### src/rtl/sum_sevenseg_driver.sv
// Shows the 6-bit adder result {cout,sum} in decimal on two digits of the Basys-3 display.
// The binary value is converted with a sequential shift/add-3 FSM; the digits are scanned by a refresh counter.
module sum_sevenseg_driver #(
    parameter int REFRESH_DIV = 100000,
    parameter int IN_W        = 6
) (
    input  logic       clk,
    input  logic       rst,
    input  logic [4:0] sum_in,
    input  logic       cout_in,
    output logic [6:0] seg,
    output logic [3:0] an,
    output logic       dp,
    output logic       busy
);

    localparam int BCD_W = 8;
    localparam int SH_W  = BCD_W + IN_W;
    localparam int CNT_W = (REFRESH_DIV > 2) ? $clog2(REFRESH_DIV) : 1;

    typedef enum logic [1:0] {
        S_IDLE,
        S_LOAD,
        S_SHIFT,
        S_DONE
    } state_t;

    state_t            r_state;
    state_t            w_next;
    logic              w_busy;

    logic [IN_W-1:0]   r_sync1;
    logic [IN_W-1:0]   r_sync2;
    logic [IN_W-1:0]   w_val_s;
    logic [IN_W-1:0]   r_last;
    logic [SH_W-1:0]   r_shreg;
    logic [SH_W-1:0]   w_shreg_nxt;
    logic [2:0]        r_iter;
    logic [3:0]        r_tens;
    logic [3:0]        r_ones;

    logic [CNT_W-1:0]  r_ref;
    logic              r_digit;
    logic [6:0]        r_seg;
    logic [3:0]        r_an;
    logic [3:0]        w_cur_digit;

    // One double-dabble step: correct each BCD nibble that would overflow on doubling, then shift.
    function automatic logic [SH_W-1:0] dabble_step(input logic [SH_W-1:0] x);
        logic [SH_W-1:0] y;
        y = x;
        if (y[SH_W-1 -: 4] >= 4'd5)
            y[SH_W-1 -: 4] = y[SH_W-1 -: 4] + 4'd3;
        if (y[SH_W-5 -: 4] >= 4'd5)
            y[SH_W-5 -: 4] = y[SH_W-5 -: 4] + 4'd3;
        return {y[SH_W-2:0], 1'b0};
    endfunction

    // Active-low {g,f,e,d,c,b,a}; codes above 9 never occur but are blanked for safety.
    function automatic logic [6:0] enc(input logic [3:0] d);
        logic [6:0] s;
        case (d)
            4'd0:    s = 7'b1000000;
            4'd1:    s = 7'b1111001;
            4'd2:    s = 7'b0100100;
            4'd3:    s = 7'b0110000;
            4'd4:    s = 7'b0011001;
            4'd5:    s = 7'b0010010;
            4'd6:    s = 7'b0000010;
            4'd7:    s = 7'b1111000;
            4'd8:    s = 7'b0000000;
            4'd9:    s = 7'b0010000;
            default: s = 7'b1111111;
        endcase
        return s;
    endfunction

    // Switch-derived inputs are asynchronous to clk.
    always_ff @(posedge clk or posedge rst) begin
        if (rst) begin
            r_sync1 <= '0;
            r_sync2 <= '0;
        end else begin
            r_sync1 <= {cout_in, sum_in};
            r_sync2 <= r_sync1;
        end
    end

    assign w_val_s     = r_sync2;
    assign w_shreg_nxt = dabble_step(r_shreg);

    always_ff @(posedge clk or posedge rst) begin
        if (rst)
            r_state <= S_IDLE;
        else
            r_state <= w_next;
    end

    always_comb begin
        w_next = r_state;
        w_busy = 1'b1;
        case (r_state)
            S_IDLE: begin
                w_busy = 1'b0;
                if (w_val_s != r_last)
                    w_next = S_LOAD;
            end
            S_LOAD:  w_next = S_SHIFT;
            S_SHIFT: begin
                if (r_iter == 3'(IN_W - 1))
                    w_next = S_DONE;
            end
            S_DONE:  w_next = S_IDLE;
            default: w_next = S_IDLE;
        endcase
    end

    // The conversion works on a private copy of val_s, so input changes only show up on the next pass.
    always_ff @(posedge clk or posedge rst) begin
        if (rst) begin
            r_shreg <= '0;
            r_last  <= '0;
            r_iter  <= '0;
            r_tens  <= '0;
            r_ones  <= '0;
        end else begin
            case (r_state)
                S_LOAD: begin
                    r_shreg <= {{BCD_W{1'b0}}, w_val_s};
                    r_last  <= w_val_s;
                    r_iter  <= '0;
                end
                S_SHIFT: begin
                    r_shreg <= w_shreg_nxt;
                    r_iter  <= r_iter + 3'd1;
                end
                S_DONE: begin
                    r_tens <= r_shreg[SH_W-1 -: 4];
                    r_ones <= r_shreg[SH_W-5 -: 4];
                end
                default: begin
                end
            endcase
        end
    end

    assign w_cur_digit = r_digit ? r_tens : r_ones;

    always_ff @(posedge clk or posedge rst) begin
        if (rst) begin
            r_ref   <= '0;
            r_digit <= 1'b0;
        end else if (r_ref == CNT_W'(REFRESH_DIV - 1)) begin
            r_ref   <= '0;
            r_digit <= ~r_digit;
        end else begin
            r_ref   <= r_ref + 1'b1;
        end
    end

    // Leading zero in the tens position is blanked by leaving its anode off.
    always_ff @(posedge clk or posedge rst) begin
        if (rst) begin
            r_seg <= 7'b1111111;
            r_an  <= 4'b1111;
        end else begin
            r_seg <= enc(w_cur_digit);
            if (!r_digit)
                r_an <= 4'b1110;
            else if (r_tens == 4'd0)
                r_an <= 4'b1111;
            else
                r_an <= 4'b1101;
        end
    end

    assign seg  = r_seg;
    assign an   = r_an;
    assign dp   = 1'b1;
    assign busy = w_busy;

endmodule
### config.mk
export PLATFORM = sky130hd
export DESIGN_NAME = sum_sevenseg_driver
export DESIGN_NICKNAME = d
export VERILOG_FILES = /design/src/rtl/sum_sevenseg_driver.sv
export SDC_FILE = /design/constraint.sdc
export NUM_CORES = 1
export LEC_CHECK = 0
export ABC_AREA = 1
export CAP_MARGIN = 30
export CELL_PAD_IN_SITES_DETAIL_PLACEMENT = 1
export CELL_PAD_IN_SITES_GLOBAL_PLACEMENT = 2
export CORE_MARGIN = 1
export CORE_UTILIZATION = 28
export DETAILED_ROUTE_END_ITERATION = 12
export DONT_BUFFER_PORTS = 1
export GPL_TIMING_DRIVEN = 0
export MAX_ROUTING_LAYER = met4
export PLACE_DENSITY_LB_ADDON = 0.1
export SETUP_SLACK_MARGIN = 0.3
export SKIP_CTS_REPAIR_TIMING = 1
export SYNTH_ARGS = -nofsm -noshare
export SYNTH_HDL_FRONTEND = slang
export SYNTH_SLANG_ARGS = --single-unit
### constraint.sdc
create_clock -name clk -period 4.5 [get_ports clk]
set_input_delay 0.45 -clock clk [delete_from_list [all_inputs] [get_ports clk]]
set_output_delay 0.45 -clock clk [all_outputs]
set_load 0.02 [all_outputs]
* Yosys cells after proc, flatten, opt, wreduce, memory -nomap -nowiden
Memory sizes are Yosys's and may differ from the RTL's. A register that Yosys moved wholly into a read port is not among the register bits.
Index checks and enable logic that the tools add are counted.
** Word-level totals
- Register bits :: 67
- ROM bits :: 112
- Output and inout port bits :: 13
- Logic and storage cells :: 43
- Memories kept :: 1
** Operators by class
- Add/subtract/negate cells :: 4
- Order comparisons :: 2
- Equal/unequal tests :: 8
- Multiplexer cells :: 12
- Bitwise logic cells :: 1
- Reduce and logical (&&, ||, !) cells :: 4
** Memories
- (name not given) :: words 16, width 7, read ports 1, clocked after memory_dff 1, write ports 0, RTL line 62 : case (d)
** Operator list (count)
- $pmux W14 S2 :: 1
- $add A17 B1 Y17 const B :: 1
- $eq A17 B17 Y1 const B :: 1
- $mux W17 :: 1
- $ge A4 B3 Y1 const B :: 2
- $mux W2 :: 4
- $mux W4 :: 2
- $pmux W2 S4 :: 1
- $ne A6 B6 Y1 :: 1
- $pmux W3 S2 :: 1
- $add A4 B2 Y4 const B :: 1
- $eq A2 B2 Y1 const B :: 2
- $logic_not A4 Y1 :: 1
- $ne A2 B2 Y1 const B :: 2
- $add A3 B1 Y3 const B :: 1
- $add A3 B2 Y3 const B :: 1
- $eq A3 B3 Y1 const B :: 1
- $mux W3 :: 1
- $eq A2 B1 Y1 const B :: 1
- $logic_not A2 Y1 :: 1
- $reduce_and A2 Y1 :: 1
- $reduce_bool A2 Y1 :: 1
- $mux W1 :: 1
- $not A1 Y1 :: 1

* Longest topological paths before layout
- Depth after elaboration :: 3
- Gate-level depth with buffers :: 10
- Gate-level depth less buffers :: 10

* Worst setup path after synthesis
No wires, ideal clock.
- Kind :: register -> register
- From :: reg r_digit
- To :: reg r_seg[0], in the netlist seg[0]
- Library setup time :: 91 ps
- Arrival time :: 1423 ps
- Data required time :: 4409 ps
- Path slack :: 2987 ps
- Stages on the path, launching flop included :: 7
- Path buffers :: 1
- Path through :: dfrtp_1 > buf_6 > o21ai_0 > inv_1 > ha_1 > o21ai_0 > o21ai_0
** On the way
- Word-level cells in the longest chain between the ends :: 1
** Ends and longest elaborated chain
- start, declared :: RTL line 43 : logic r_digit;
- start signal, assigned :: RTL line 155 : r_digit <= ~r_digit;
- $mux W4 :: RTL line 147 : assign w_cur_digit = r_digit ? r_tens : r_ones;
- end, declared :: RTL line 44 : logic [6:0] r_seg;
No other way between the ends.
A chain may end at the register's enable or synchronous reset.

* Final worst setup path
- From :: reg r_digit
- To :: reg r_seg[3], in the netlist seg[3]
The elaborated chain is that of the path after synthesis.

==> results.tsv <==
metric	value	unit
area grow syn2layout	13.7	%
area of the placeable core	11600	um^2
Critical Path Max Stage Delay	530	ps
number of antenna violations at the first check in global routing	0	
die width	112	um
TritonRoute pass-1 iters	9	
root buffer cell	sky130_fd_sc_hd__clkbuf_16	
Yosys warning total	0	
mean routed wirelength per cell	12.8	um
Worst Setup End Kind	flop	
Min Clock Period, post-route	1850	ps
via count of the first global-routing pass	2519	
critical path start-end classification	flop to flop	
max_slew headroom	57.2	%
largest fanout of any net on the critical path	10	
clock tree from TritonCTS	yes	
Fillers	1380	
violations in the final reports	design-rule violations, negative hold slack	
Final Setup Violations	0	
latest clock arrival within the worst-skew pair	340	ps
status	finished with violations	
TritonCTS Sinks	72	
post-CTS clock slew at the launch and capture registers of the worst setup and hold paths	60	ps
Yosys top cell area share	46.3	%
count of buffers inserted at the top-level ports	0	
arrival time at the worst endpoint	2090	ps
Seq cells post-synth	72	
number of standard cells after synthesis	382	
Final ANT Viol Nets	0	
antenna diode instance count	0	
final total negative setup slack	0	ps
proportion of synthesized chip area in sequential cells	53.2	%
row count	39	
portion of the clock cycle consumed by the worst path in the final layout	41.2	%
count of boundary I/O pins	21	
cell type contributing the most total cell area after synthesis	sky130_fd_sc_hd__dfrtp_1	
final slew viol count	0	
vias per cell	4.37	
worst hold path class	input pin to asynchronous set/reset pin	
Most common cell on crit path	sky130_fd_sc_hd__o21ai_0	
overall die height	112	um
P per Cell Area	551	nW/um^2
setup repair after global routing missed its margin	false	
vias	2377	
Placement Cell Area	3620	um^2
Synth cell types	35	
cell at the slowest stage of the critical path	sky130_fd_sc_hd__o21ai_0	
iteration-0 DRC count of the detailed router	83	
upper clock frequency limit	540	MHz
full die area	12600	um^2
fraction of final layout cells sized beyond drive strength 1	12.0	%
DRC violation count after routing	4	
endpoints failing hold	1	
gp weighted congestion	0.759	
global router's overall resource usage	13.3	%
Final Routed Wirelength	6.97	mm
DP HPWL	5.13	mm
Required @ worst endpoint	4740	ps
starting density of the core	29.3	%
type of element launching the critical path	flop	
post-synth design cell area	3410	um^2
number of nets in the final layout	421	
Max-cap violations	0	
post-route standard cell area excluding fillers	3870	um^2
worst-path cell chain	buf_6 > o21ai_0 > inv_1 > ha_1 > o21ai_0 > o21ai_0	
worst IR drop on VDD	0.000304	V
hold_ws	-0.542	ps
global-route wire length before repair	12.5	mm
sum of overflow across all layers after global routing	0	
maximum number of pins on one net before global-route repair	41	
Area contributors post-synth	sky130_fd_sc_hd__dfrtp_1 (46%), sky130_fd_sc_hd__nand2_1 (8.0%), sky130_fd_sc_hd__inv_1 (7.4%)	
Static Leak	0.00184	uW
count of buffer and inverter cells on the critical path	2	
average cell area after synthesis	8.92	um^2
transition time at the pin with the least slew margin	635	ps
delay-heaviest family, CP	compound AO/OA/AOI/OAI gates	
worst clock skew	8.01	ps
TritonCTS buffer count	9	
deepest clock path buffer count	2	
H-tree Lvls	3	
[worst reg2reg max path, stage by stage (launching register included)]
cell and delay, ps:
sky130_fd_sc_hd__dfrtp_1 390, sky130_fd_sc_hd__buf_6 150, sky130_fd_sc_hd__o21ai_0 530, sky130_fd_sc_hd__inv_1 140, sky130_fd_sc_hd__ha_1 210, sky130_fd_sc_hd__o21ai_0 210, sky130_fd_sc_hd__o21ai_0 130
[power by group]
part           switching [uW]  internal, uW  total [uW]
clock                     262           370         633
sequential                108           810         918
combinational             393           190         583
total                     763          1370        2130
[layout make-up]
type	instances	area [um^2]	area share, %
multi-input combinational	232	1280	33.1
sequential	72	1810	46.8
tap	143	179	4.62
buffer	8	50.0	1.29
timing repair buffer	1	20.0	0.517
inverter	72	273	7.04
clock inverter	4	22.5	0.581
clock buffer	12	236	6.10
[layout by cell type (no fill, tap or decap), types with 4 or more instances in the layout]
cell,synthesis,routed
sky130_fd_sc_hd__nand2_1,73,73
sky130_fd_sc_hd__inv_1,67,66
sky130_fd_sc_hd__dfrtp_1,63,63
sky130_fd_sc_hd__o21ai_0,36,36
sky130_fd_sc_hd__nor2_1,31,31
sky130_fd_sc_hd__nand3_1,17,17
sky130_fd_sc_hd__ha_1,17,17
sky130_fd_sc_hd__a21oi_1,9,9
sky130_fd_sc_hd__dfstp_2,9,9
sky130_fd_sc_hd__clkbuf_16,0,9
sky130_fd_sc_hd__xor2_1,7,7
sky130_fd_sc_hd__clkbuf_1,3,6
sky130_fd_sc_hd__inv_2,4,4
sky130_fd_sc_hd__nor3_1,4,4
sky130_fd_sc_hd__o221ai_1,4,4
[path summary, 6_finish.rpt]
kind                                      startpoint                     to  slack [ps]  depth (start not counted)
worst max-delay path             r_digit$_DFFE_PP0N_       seg[3]$_DFF_PP1_        2650                          6
worst min-delay path                             rst  r_last[0]$_DFFE_PP0N_        -0.5                          1
worst max register to register   r_digit$_DFFE_PP0N_       seg[3]$_DFF_PP1_        2650                          6
worst min register to register  r_sync1[2]$_DFF_PP0_   r_sync2[2]$_DFF_PP0_         350                          0
max in group asynchronous                        rst       seg[1]$_DFF_PP1_        3870                          2
min in group clk                           sum_in[0]   r_sync1[0]$_DFF_PP0_         140                          0
[cell families (layout without fill, tap and decap cells)]
| kind of cell | after synthesis | count (layout) | share of synthesized area, % |
|---|---|---|---|
| compound gates | 63 | 63 | 10.9 |
| other cells | 1 | 3 | 0.110 |
| simple gates | 140 | 140 | 17.8 |
| flops | 72 | 72 | 53.2 |
| buf+inv | 80 | 97 | 9.40 |
| fa+ha+maj | 17 | 17 | 6.24 |
| xor+xnor | 9 | 9 | 2.31 |
[sequential cells by signal, summed over array words and instances, names as in the netlist]
signal	count
r_ref	17
r_shreg	14
seg	7
r_last	6
r_sync1	6
r_sync2	6
r_ones	4
r_tens	4
r_iter	3
an	2
r_state	2
r_digit	1
[per-stage QoR]
stage	hold WS, ps	total power, uW	utilization (%)	std cells	setup slack [ps]
floorplan	331	1360	-	384	2240
global placement	334	1520	30.9	527	1210
detailed placement	336	1530	31.1	528	2610
CTS	-2.78	2190	33.4	544	2590
global route	26.6	2320	33.4	544	2460
finish	-0.542	2130	33.4	544	2650
[Yosys cell counts (all sizes together)]
cell type  instances
clkbuf             3
dfstp              9
xor2               7
nor3               5
conb               1
ha                17
o21ai             43
nand3             19
or2                2
dfrtp             63
nand2             76
o21a               1
buf                5
o211ai             3
nor2              34
nand4              3
o41ai              1
o221ai             4
clkinv             1
a21oi              9
o22ai              1
nor3b              1
o31ai              1
xnor2              2
inv               71
[metal layers]
metal / track usage (%) / up-vias / part of all wire, %
met5: - / - / 0
met4: 4.27 / 0 / 1.3
met3: 5.18 / 6 / 3.9
met2: 19.8 / 33 / 46
met1: 16.5 / 1117 / 49
li1: - / 1221 / -
Power figures use the tool's default switching activity.
